$ cat src/rtl/replay_unit_if.sv
// Bundle of checkpoint, recovery-command and core-restore signals for replay_unit.
// master = controller/core side, slave = replay_unit.
interface replay_unit_if #(
  parameter int unsigned ADDR_WIDTH = 5,
  parameter int unsigned DATA_WIDTH = 32
);
  logic                  ckpt_we_i;
  logic [ADDR_WIDTH-1:0] ckpt_addr_i;
  logic [DATA_WIDTH-1:0] ckpt_wdata_i;
  logic                  ckpt_pc_valid_i;
  logic [DATA_WIDTH-1:0] ckpt_pc_i;
  logic                  halt_i;
  logic                  resume_i;
  logic                  we_spc_i;
  logic                  we_sgpr_i;
  logic [ADDR_WIDTH-1:0] replay_addr_i;
  logic                  halted_o;
  logic                  core_halt_o;
  logic                  pc_we_o;
  logic [DATA_WIDTH-1:0] pc_o;
  logic                  rf_we_o;
  logic [ADDR_WIDTH-1:0] rf_waddr_o;
  logic [DATA_WIDTH-1:0] rf_wdata_o;
  logic                  parity_err_o;

  modport master (
    output ckpt_we_i, ckpt_addr_i, ckpt_wdata_i, ckpt_pc_valid_i, ckpt_pc_i,
           halt_i, resume_i, we_spc_i, we_sgpr_i, replay_addr_i,
    input  halted_o, core_halt_o, pc_we_o, pc_o, rf_we_o, rf_waddr_o, rf_wdata_o,
           parity_err_o
  );

  modport slave (
    input  ckpt_we_i, ckpt_addr_i, ckpt_wdata_i, ckpt_pc_valid_i, ckpt_pc_i,
           halt_i, resume_i, we_spc_i, we_sgpr_i, replay_addr_i,
    output halted_o, core_halt_o, pc_we_o, pc_o, rf_we_o, rf_waddr_o, rf_wdata_o,
           parity_err_o
  );
endinterface

$ cat src/rtl/replay_unit.sv
// Shadows committed GPR/PC writes; on halt drains, then replays shadow state into the core.
// Optional feature macro REPLAY_PARITY_EN: even parity per shadow entry, checked on replay.
module replay_unit #(
  parameter int unsigned ADDR_WIDTH   = 5,
  parameter int unsigned DATA_WIDTH   = 32,
  parameter int unsigned DRAIN_CYCLES = 3
) (
  input  logic         clk_i,
  input  logic         rst_ni,
  replay_unit_if.slave bus
);

  localparam int unsigned DEPTH = 2 ** ADDR_WIDTH;
  localparam int unsigned CNT_W = (DRAIN_CYCLES > 1) ? $clog2(DRAIN_CYCLES) : 1;

  typedef enum logic [1:0] {ST_RUN, ST_DRAIN, ST_HALTED} state_e;

  state_e                state_q, state_d;
  logic [CNT_W-1:0]      cnt_q, cnt_d;
  logic                  halted_q, halted_d;
  logic                  core_halt_q, core_halt_d;
  logic                  pc_we_q, pc_we_d;
  logic [DATA_WIDTH-1:0] pc_q, pc_d;
  logic                  rf_we_q, rf_we_d;
  logic [ADDR_WIDTH-1:0] rf_waddr_q, rf_waddr_d;
  logic [DATA_WIDTH-1:0] rf_wdata_q, rf_wdata_d;
  logic                  perr_q, perr_d;

  logic [DATA_WIDTH-1:0] shadow_q [DEPTH];
  logic [DATA_WIDTH-1:0] spc_q;
  logic                  capture_en_c;
  logic                  gpr_perr_c;
  logic                  pc_perr_c;

  assign capture_en_c = (state_q != ST_HALTED);

`ifdef REPLAY_PARITY_EN
  logic [DEPTH-1:0] par_q;
  logic             spar_q;

  assign gpr_perr_c = (^shadow_q[bus.replay_addr_i]) != par_q[bus.replay_addr_i];
  assign pc_perr_c  = (^spc_q) != spar_q;
`else
  assign gpr_perr_c = 1'b0;
  assign pc_perr_c  = 1'b0;
`endif

  // Shadow capture; entry 0 is never written so it always reads zero.
  always_ff @(posedge clk_i or negedge rst_ni) begin
    if (!rst_ni) begin
      for (int i = 0; i < DEPTH; i++) shadow_q[i] <= '0;
      spc_q <= '0;
`ifdef REPLAY_PARITY_EN
      par_q  <= '0;
      spar_q <= 1'b0;
`endif
    end else if (capture_en_c) begin
      if (bus.ckpt_we_i && (bus.ckpt_addr_i != '0)) begin
        shadow_q[bus.ckpt_addr_i] <= bus.ckpt_wdata_i;
`ifdef REPLAY_PARITY_EN
        par_q[bus.ckpt_addr_i] <= ^bus.ckpt_wdata_i;
`endif
      end
      if (bus.ckpt_pc_valid_i) begin
        spc_q <= bus.ckpt_pc_i;
`ifdef REPLAY_PARITY_EN
        spar_q <= ^bus.ckpt_pc_i;
`endif
      end
    end
  end

  always_ff @(posedge clk_i or negedge rst_ni) begin
    if (!rst_ni) begin
      state_q     <= ST_RUN;
      cnt_q       <= '0;
      halted_q    <= 1'b0;
      core_halt_q <= 1'b0;
      pc_we_q     <= 1'b0;
      pc_q        <= '0;
      rf_we_q     <= 1'b0;
      rf_waddr_q  <= '0;
      rf_wdata_q  <= '0;
      perr_q      <= 1'b0;
    end else begin
      state_q     <= state_d;
      cnt_q       <= cnt_d;
      halted_q    <= halted_d;
      core_halt_q <= core_halt_d;
      pc_we_q     <= pc_we_d;
      pc_q        <= pc_d;
      rf_we_q     <= rf_we_d;
      rf_waddr_q  <= rf_waddr_d;
      rf_wdata_q  <= rf_wdata_d;
      perr_q      <= perr_d;
    end
  end

  // Next state and registered outputs; restore requests are honoured only from HALTED.
  always_comb begin
    state_d     = state_q;
    cnt_d       = cnt_q;
    halted_d    = halted_q;
    core_halt_d = core_halt_q;
    pc_we_d     = 1'b0;
    pc_d        = pc_q;
    rf_we_d     = 1'b0;
    rf_waddr_d  = rf_waddr_q;
    rf_wdata_d  = rf_wdata_q;
    perr_d      = 1'b0;

    case (state_q)
      ST_RUN: begin
        if (bus.halt_i) begin
          state_d     = ST_DRAIN;
          cnt_d       = CNT_W'(DRAIN_CYCLES - 1);
          core_halt_d = 1'b1;
        end
      end
      ST_DRAIN: begin
        if (cnt_q == '0) begin
          state_d  = ST_HALTED;
          halted_d = 1'b1;
        end else begin
          cnt_d = cnt_q - CNT_W'(1);
        end
      end
      ST_HALTED: begin
        if (bus.resume_i) begin
          state_d     = ST_RUN;
          halted_d    = 1'b0;
          core_halt_d = 1'b0;
        end
        if (bus.we_spc_i) begin
          pc_we_d = 1'b1;
          pc_d    = spc_q;
        end
        if (bus.we_sgpr_i) begin
          rf_we_d    = 1'b1;
          rf_waddr_d = bus.replay_addr_i;
          rf_wdata_d = shadow_q[bus.replay_addr_i];
        end
        perr_d = (bus.we_spc_i && pc_perr_c) || (bus.we_sgpr_i && gpr_perr_c);
      end
      default: state_d = ST_RUN;
    endcase
  end

  assign bus.halted_o     = halted_q;
  assign bus.core_halt_o  = core_halt_q;
  assign bus.pc_we_o      = pc_we_q;
  assign bus.pc_o         = pc_q;
  assign bus.rf_we_o      = rf_we_q;
  assign bus.rf_waddr_o   = rf_waddr_q;
  assign bus.rf_wdata_o   = rf_wdata_q;
  assign bus.parity_err_o = perr_q;

endmodule

$ cat src/flat_wrapper.sv
// flat-port wrapper written by rule: the top's interface ports become plain ports
module replay_unit_flat 
#(
  parameter int unsigned ADDR_WIDTH   = 5,
  parameter int unsigned DATA_WIDTH   = 32,
  parameter int unsigned DRAIN_CYCLES = 3
)
  (clk_i, rst_ni, bus_ckpt_we_i, bus_ckpt_addr_i, bus_ckpt_wdata_i, bus_ckpt_pc_valid_i, bus_ckpt_pc_i, bus_halt_i, bus_resume_i, bus_we_spc_i, bus_we_sgpr_i, bus_replay_addr_i, bus_halted_o, bus_core_halt_o, bus_pc_we_o, bus_pc_o, bus_rf_we_o, bus_rf_waddr_o, bus_rf_wdata_o, bus_parity_err_o);
  replay_unit_if #(.ADDR_WIDTH(ADDR_WIDTH), .DATA_WIDTH(DATA_WIDTH)) bus_i ();
  input  logic clk_i;
  input  logic rst_ni;
  input wire logic [$bits(bus_i.ckpt_we_i)-1:0] bus_ckpt_we_i;
  input wire logic [$bits(bus_i.ckpt_addr_i)-1:0] bus_ckpt_addr_i;
  input wire logic [$bits(bus_i.ckpt_wdata_i)-1:0] bus_ckpt_wdata_i;
  input wire logic [$bits(bus_i.ckpt_pc_valid_i)-1:0] bus_ckpt_pc_valid_i;
  input wire logic [$bits(bus_i.ckpt_pc_i)-1:0] bus_ckpt_pc_i;
  input wire logic [$bits(bus_i.halt_i)-1:0] bus_halt_i;
  input wire logic [$bits(bus_i.resume_i)-1:0] bus_resume_i;
  input wire logic [$bits(bus_i.we_spc_i)-1:0] bus_we_spc_i;
  input wire logic [$bits(bus_i.we_sgpr_i)-1:0] bus_we_sgpr_i;
  input wire logic [$bits(bus_i.replay_addr_i)-1:0] bus_replay_addr_i;
  output wire logic [$bits(bus_i.halted_o)-1:0] bus_halted_o;
  output wire logic [$bits(bus_i.core_halt_o)-1:0] bus_core_halt_o;
  output wire logic [$bits(bus_i.pc_we_o)-1:0] bus_pc_we_o;
  output wire logic [$bits(bus_i.pc_o)-1:0] bus_pc_o;
  output wire logic [$bits(bus_i.rf_we_o)-1:0] bus_rf_we_o;
  output wire logic [$bits(bus_i.rf_waddr_o)-1:0] bus_rf_waddr_o;
  output wire logic [$bits(bus_i.rf_wdata_o)-1:0] bus_rf_wdata_o;
  output wire logic [$bits(bus_i.parity_err_o)-1:0] bus_parity_err_o;
  assign bus_i.ckpt_we_i = bus_ckpt_we_i;
  assign bus_i.ckpt_addr_i = bus_ckpt_addr_i;
  assign bus_i.ckpt_wdata_i = bus_ckpt_wdata_i;
  assign bus_i.ckpt_pc_valid_i = bus_ckpt_pc_valid_i;
  assign bus_i.ckpt_pc_i = bus_ckpt_pc_i;
  assign bus_i.halt_i = bus_halt_i;
  assign bus_i.resume_i = bus_resume_i;
  assign bus_i.we_spc_i = bus_we_spc_i;
  assign bus_i.we_sgpr_i = bus_we_sgpr_i;
  assign bus_i.replay_addr_i = bus_replay_addr_i;
  assign bus_halted_o = bus_i.halted_o;
  assign bus_core_halt_o = bus_i.core_halt_o;
  assign bus_pc_we_o = bus_i.pc_we_o;
  assign bus_pc_o = bus_i.pc_o;
  assign bus_rf_we_o = bus_i.rf_we_o;
  assign bus_rf_waddr_o = bus_i.rf_waddr_o;
  assign bus_rf_wdata_o = bus_i.rf_wdata_o;
  assign bus_parity_err_o = bus_i.parity_err_o;
  replay_unit #(.ADDR_WIDTH(ADDR_WIDTH), .DATA_WIDTH(DATA_WIDTH), .DRAIN_CYCLES(DRAIN_CYCLES)) u_core (.clk_i(clk_i), .rst_ni(rst_ni), .bus(bus_i));
endmodule
$ cat config.mk
export PLATFORM = sky130hd
export DESIGN_NAME = replay_unit_flat
export DESIGN_NICKNAME = d
export VERILOG_FILES = /design/src/rtl/replay_unit_if.sv /design/src/rtl/replay_unit.sv /design/src/flat_wrapper.sv
export SDC_FILE = /design/constraint.sdc
export NUM_CORES = 1
export LEC_CHECK = 0
export BUFFER_PORTS_ARGS = -buffer_cell sky130_fd_sc_hd__buf_2
export CAP_MARGIN = 20
export CORE_ASPECT_RATIO = 1.2
export CORE_MARGIN = 1.5
export CORE_UTILIZATION = 23
export DETAILED_ROUTE_END_ITERATION = 12
export GPL_TIMING_DRIVEN = 0
export PLACE_DENSITY_LB_ADDON = 0.2
export RECOVER_POWER = 100
export SLEW_MARGIN = 20
export SYNTH_ARGS = -nofsm -noshare
export SYNTH_HDL_FRONTEND = slang
export SYNTH_SLANG_ARGS = --single-unit
$ cat constraint.sdc
create_clock -name clk_i -period 4.8 [get_ports clk_i]
set_input_delay 0.72 -clock clk_i [delete_from_list [all_inputs] [get_ports clk_i]]
set_output_delay 0.72 -clock clk_i [all_outputs]
set_load 0.01 [all_outputs]
# Yosys cells after proc, flatten, opt, wreduce, memory -nomap -nowiden

Cells that the tools add are included.

Bits in registers: 1,133
Bits of input ports: 82
Output and inout bits: 74

Add/subtract/negate cells: 1
Bitwise operators: 2
Magnitude comparators: 3
Reductions and logical operators: 16
Multiplexer cells: 22
Equal/unequal tests: 7

Operator list:

| kind                | count |
|---|---|
| $bwmux 1024         | 1 |
| $bmux 32 s5         | 1 |
| $demux 32 s5        | 1 |
| $mux 32             | 3 |
| $ge 6x6->1 const B  | 2 |
| $not 5->6           | 2 |
| $reduce_and 3->1    | 4 |
| $mux 2              | 5 |
| $ne 2x2->1 const B  | 4 |
| $reduce_and 2->1    | 4 |
| $mux 1              | 7 |
| $lt 6x1->1 const B  | 1 |
| $pmux 2 s3          | 1 |
| $reduce_bool 2->1   | 3 |
| $reduce_bool 5->1   | 1 |
| $logic_not 2->1     | 2 |
| $pmux 1 s2          | 2 |
| $pmux 2 s2          | 1 |
| $eq 2x1->1 const B  | 1 |
| $eq 2x2->1 const B  | 1 |
| $logic_and 1x1->1   | 2 |
| $ne 2x1->1 const B  | 1 |
| $sub 2x1->2 const B | 1 |

# Logic depth before layout (Yosys ltp)

Word-level depth: 6
Mapped depth: 9

# Least setup slack after synthesis

OpenSTA, ideal clock, no wires.

Kind: input-to-reg
Start point: in bus_replay_addr_i[2]
End point: reg u_core.rf_wdata_q[10] (netlist: u_core.bus.rf_wdata_o[10])
Arrival: 2.286 ns
Setup time: 0.134 ns
Required time: 4.666 ns
Path buffers: 3
Stages: 8
Path slack: 2.380 ns
Cells stage by stage: buf_2 > buf_2 > clkbuf_1 > mux4_2 > mux2i_1 > nor2_1 > a2111oi_0 > nor3_1

Word-level cells in the longest chain between the ends: 4

RTL lines:

| item                                       | RTL line           | source |
|---|---|---|
| start: declaration                         | flat_wrapper.sv:21 | `input wire logic [$bits(bus_i.replay_addr_i)-1:0] bus_replay_addr_i;` |
| $not 5->6 (implied by the code)            | replay_unit.sv:141 | `rf_wdata_d = shadow_q[bus.replay_addr_i];` |
| $bmux 32 s5                                | replay_unit.sv:141 |  |
| $mux 32 (implied by the code) (2 in a row) | replay_unit.sv:141 |  |
| end signal: assignment                     | replay_unit.sv:94  | `rf_wdata_q <= rf_wdata_d;` |
| end: declaration                           | replay_unit.sv:26  | `logic [DATA_WIDTH-1:0] rf_wdata_q, rf_wdata_d;` |

Every way passes these cells. The select of a mux whose other input is x is not followed.
A chain may end at the register's enable or synchronous reset.

# Final worst setup path

Start point: in bus_replay_addr_i[1]
End point: reg u_core.rf_wdata_q[26] (netlist: u_core.bus.rf_wdata_o[26])

The elaborated chain is that of the path after synthesis.

==> results.json <==
{
  "start_util_pct": 23.2,
  "die_x_um": 430,
  "final-instance-count-excl-fill": 6604,
  "r2r-end": "u_core.shadow_q[761]",
  "grt-ovfl-total": 0,
  "die_h_um": 515,
  "critPathBufInv": 6,
  "holdPathStages": 2,
  "dr.pass1.iters": 5,
  "syn_nets": 3454,
  "final_cell_mix": "dfrtp_1 (1133), mux2_2 (1080), clkbuf_1 (351)",
  "core_um2": 217000,
  "reg2reg_depth": 5,
  "fin_crit_sh_pct": 90.5,
  "avgViaCountPerCell": 4.64,
  "violations": "capacitance limit, slew limit",
  "synthFlopType": "dfrtp_1",
  "clk_latency_ns": 0.78,
  "cts_made_buffers": 121,
  "ir_worst_vdd_mv": 0.309,
  "slew_violations": 291,
  "synth_cells": 3371,
  "min_period_ns": 4.34,
  "worstHoldPathType": "primary input to flop",
  "portBuffers": 152,
  "min_to": "u_core.state_q[1]",
  "boundaryPins": 156,
  "cap_violations": 18,
  "start_kind": "primary input",
  "grt_use_total_pct": 17.5,
  "final_util_pct": 27.1,
  "wl_met1_mm": 84.7,
  "vias": 30674,
  "syn_area_um2": 50300,
  "synth-async-reset-ratio_pct": 100,
  "place_hpwl_mm": 125,
  "pwr-share-seq_pct": 46.9,
  "wire_per_inst_um": 29.5,
  "status": "finished with violations",
  "slowest_delay_ns": 1.01,
  "setup_viol": 0,
  "crit_slowest_cell": "clkbuf_1",
  "clkTransAtPathRegs_ns": 0.07,
  "rows": 187,
  "p_comb_share_pct": 18.2,
  "synthTopCellsByArea": "dfrtp_1 (56%), mux2_2 (24%), mux4_2 (8.3%), mux2i_1 (2.3%), clkbuf_1 (1.3%)",
  "hp-start": "bus_resume_i",
  "ant_nets": 0,
  "route.top_layer_used": "met5",
  "fin_skew_ns": 0.0318,
  "r2r_start": "u_core.state_q[1]",
  "relSlewSlack_pct": -18.3,
  "critPathRequiredTime_ns": 5.42,
  "p_sw_mw": 7.69,
  "antenna_found_initial": 17,
  "drc": 0,
  "critPathCaptureType": "flop",
  "p_leak_nw": 25.9,
  "met2_length_mm": 94.8,
  "place_ws_ns": 0.583,
  "placed_cells": 6375,
  "grt_pass1_wl_mm": 269,
  "die_area_um2": 221000,
  "finalSetupTns_ns": 0,
  "synth.yosys.warnings": 0,
  "dpl_cell_area_um2": 55100,
  "path_common_cell": "clkbuf_1",
  "avgSynthCellArea_um2": 14.9,
  "power_mw": 27.9,
  "worst-endpoint-arrival_ns": 4.97,
  "ys_seq_area_share_pct": 56.4,
  "cts_tree": "done",
  "drtIter0Drc": 2102,
  "final_common_cell": "dfrtp_1",
  "rrSetupSlack_ns": 0.79,
  "fill_cells": 22293,
  "setup_ws_ns": 0.457,
  "worst_slew_pin_slew_ns": 1.77,
  "num-nets-final": 3747,
  "crit_chain": "clkbuf_1 -> buf_4 -> clkbuf_1 -> clkbuf_2 -> buf_2 -> clkbuf_1 -> nor2_1 -> a311oi_1 -> a211oi_1",
  "power_density_nw_per_um2": 474,
  "routabilityCongestion": 0.782,
  "cts_resized": 0,
  "p_int_mw": 20.2,
  "area_delta_synth_final_pct": 17.0,
  "stdcell_area_um2": 58800,
  "cts_buffer_depth": 3,
  "hold_viol": 0,
  "holdWs_ns": 0.179,
  "root_buffer": "clkbuf_16",
  "maxClockFrequency_ghz": 0.230,
  "synth_edf_count": 0,
  "yosys.area.top_type": "dfrtp_1",
  "clock-sinks": 1133,
  "synth_top_area_share_pct": 56.4,
  "swShare_pct": 27.6,
  "cp_max_fo": 10,
  "met3_length_mm": 8.25,
  "grt_pass1_vias": 32429,
  "drt_wl_total_mm": 195,
  "ys_ff_latch": 1133,
  "power_frac_clock_pct": 34.9,
  "path_delay_family": "buffers and inverters",
  "cts_max_level": 3,
  "rsz0062_at_grt": "false",
  "yosysUniqueCellTypes": 37,
  "drive_gt1_share_pct": 43.7,
  "grt_max_degree": 125,
  "setup.worst_path.class": "primary input to flop"
}
[synthesized netlist by cell type (all sizes together), types with 3 or more instances]
| library cell | n |
|---|---|
| nor3 | 52 |
| nand2 | 126 |
| mux4 | 185 |
| a22oi | 7 |
| nand4 | 3 |
| a211oi | 47 |
| a2111oi | 25 |
| nand2b | 6 |
| inv | 8 |
| a311oi | 7 |
| mux2 | 1103 |
| nand3 | 8 |
| buf | 164 |
| mux2i | 117 |
| dfrtp | 1133 |
| nor2 | 113 |
| clkbuf | 173 |
| nor2b | 13 |
| o21ai | 8 |
| a21oi | 3 |
| a221oi | 7 |
| o22ai | 56 |
[flip-flops by register name, indices dropped and copies added, names as in the netlist]
| name | flops |
|---|---|
| u_core.cnt_q | 2 |
| u_core.bus.rf_we_o | 1 |
| u_core.bus.core_halt_o | 1 |
| u_core.state_q | 2 |
| u_core.bus.halted_o | 1 |
| u_core.spc_q | 32 |
| u_core.bus.rf_wdata_o | 32 |
| u_core.bus.pc_o | 32 |
| u_core.shadow_q | 1024 |
| u_core.bus.rf_waddr_o | 5 |
| u_core.bus.pc_we_o | 1 |
[area by class of cell]
| class | count | area (um2) | share of cell area, % |
|---|---|---|---|
| buffer | 337 | 1450 | 2.46 |
| clock inverter | 38 | 428 | 0.727 |
| multi-input combinational | 1893 | 20300 | 34.5 |
| tap | 2835 | 3550 | 6.03 |
| timing repair buffer | 170 | 1080 | 1.84 |
| inverter | 8 | 30.0 | 0.0510 |
| antenna | 3 | 7.51 | 0.0128 |
| clock buffer | 187 | 3650 | 6.20 |
| sequential | 1133 | 28400 | 48.2 |
[power by group through the flow]
stage          Combinational (mW)  Clock, mW  Sequential (mW)
2_1_floorplan                3.50          0             12.9
3_3_place_gp                 5.11          0             13.2
3_5_place_dp                 5.25          0             13.2
4_1_cts                      5.26       10.0             13.1
5_1_grt                      5.53       10.4             13.4
6_report                     5.08       9.75             13.1
[metal layers]
metal,GRT usage (%),vias to the layer above
met5,0,-
met4,6.33,14
met3,2.81,292
met2,29.3,714
met1,22.6,16737
li1,-,12917
[logic make-up (layout without fill, tap and decap cells)]
logic type                 count (synthesis)  count (layout)  share of synthesized area, %
AOI/OAI and AO/OA                        161             161                          2.31
other                                      1               4                       0.00746
DFF                                     1133            1133                          56.4
buffers and inverters                    345             740                          3.18
adders and majority gates                  1               1                        0.0249
and+or+nand+nor                          325             325                          2.78
muxes                                   1405            1405                          35.3
[how the worst max path moves through the flow]
stage / startpoint / end / slack [ns] / cells past startpoint
2_1_floorplan: bus_replay_addr_i[2] / u_core.bus.rf_wdata_o[10] / 2.38 / 8
3_3_place_gp: rst_ni / u_core.shadow_q[16] / -23.93 / 1
3_5_place_dp: bus_replay_addr_i[2] / u_core.bus.rf_wdata_o[1] / 0.58 / 8
4_1_cts: rst_ni / u_core.shadow_q[80] / 1.11 / 7
5_1_grt: bus_replay_addr_i[1] / u_core.bus.rf_wdata_o[26] / 0.38 / 9
6_report: bus_replay_addr_i[1] / u_core.bus.rf_wdata_o[26] / 0.46 / 9
[what timing repair did]
| action | in CTS | in global routing |
|---|---|---|
| endpoints found under the hold margin | 67 | 0 |
| buffers inserted | 0 | 0 |
| hold buffers | 1 | 0 |
[worst register-to-register path, cell delays in order (launching register included)]
cell	delay [ns]
dfrtp_1	0.45
or2b_1	0.45
nand4_1	0.26
nor3_1	1.00
clkbuf_1	1.28
mux2_2	0.46
No activity file was read; power rests on OpenSTA's default activity.
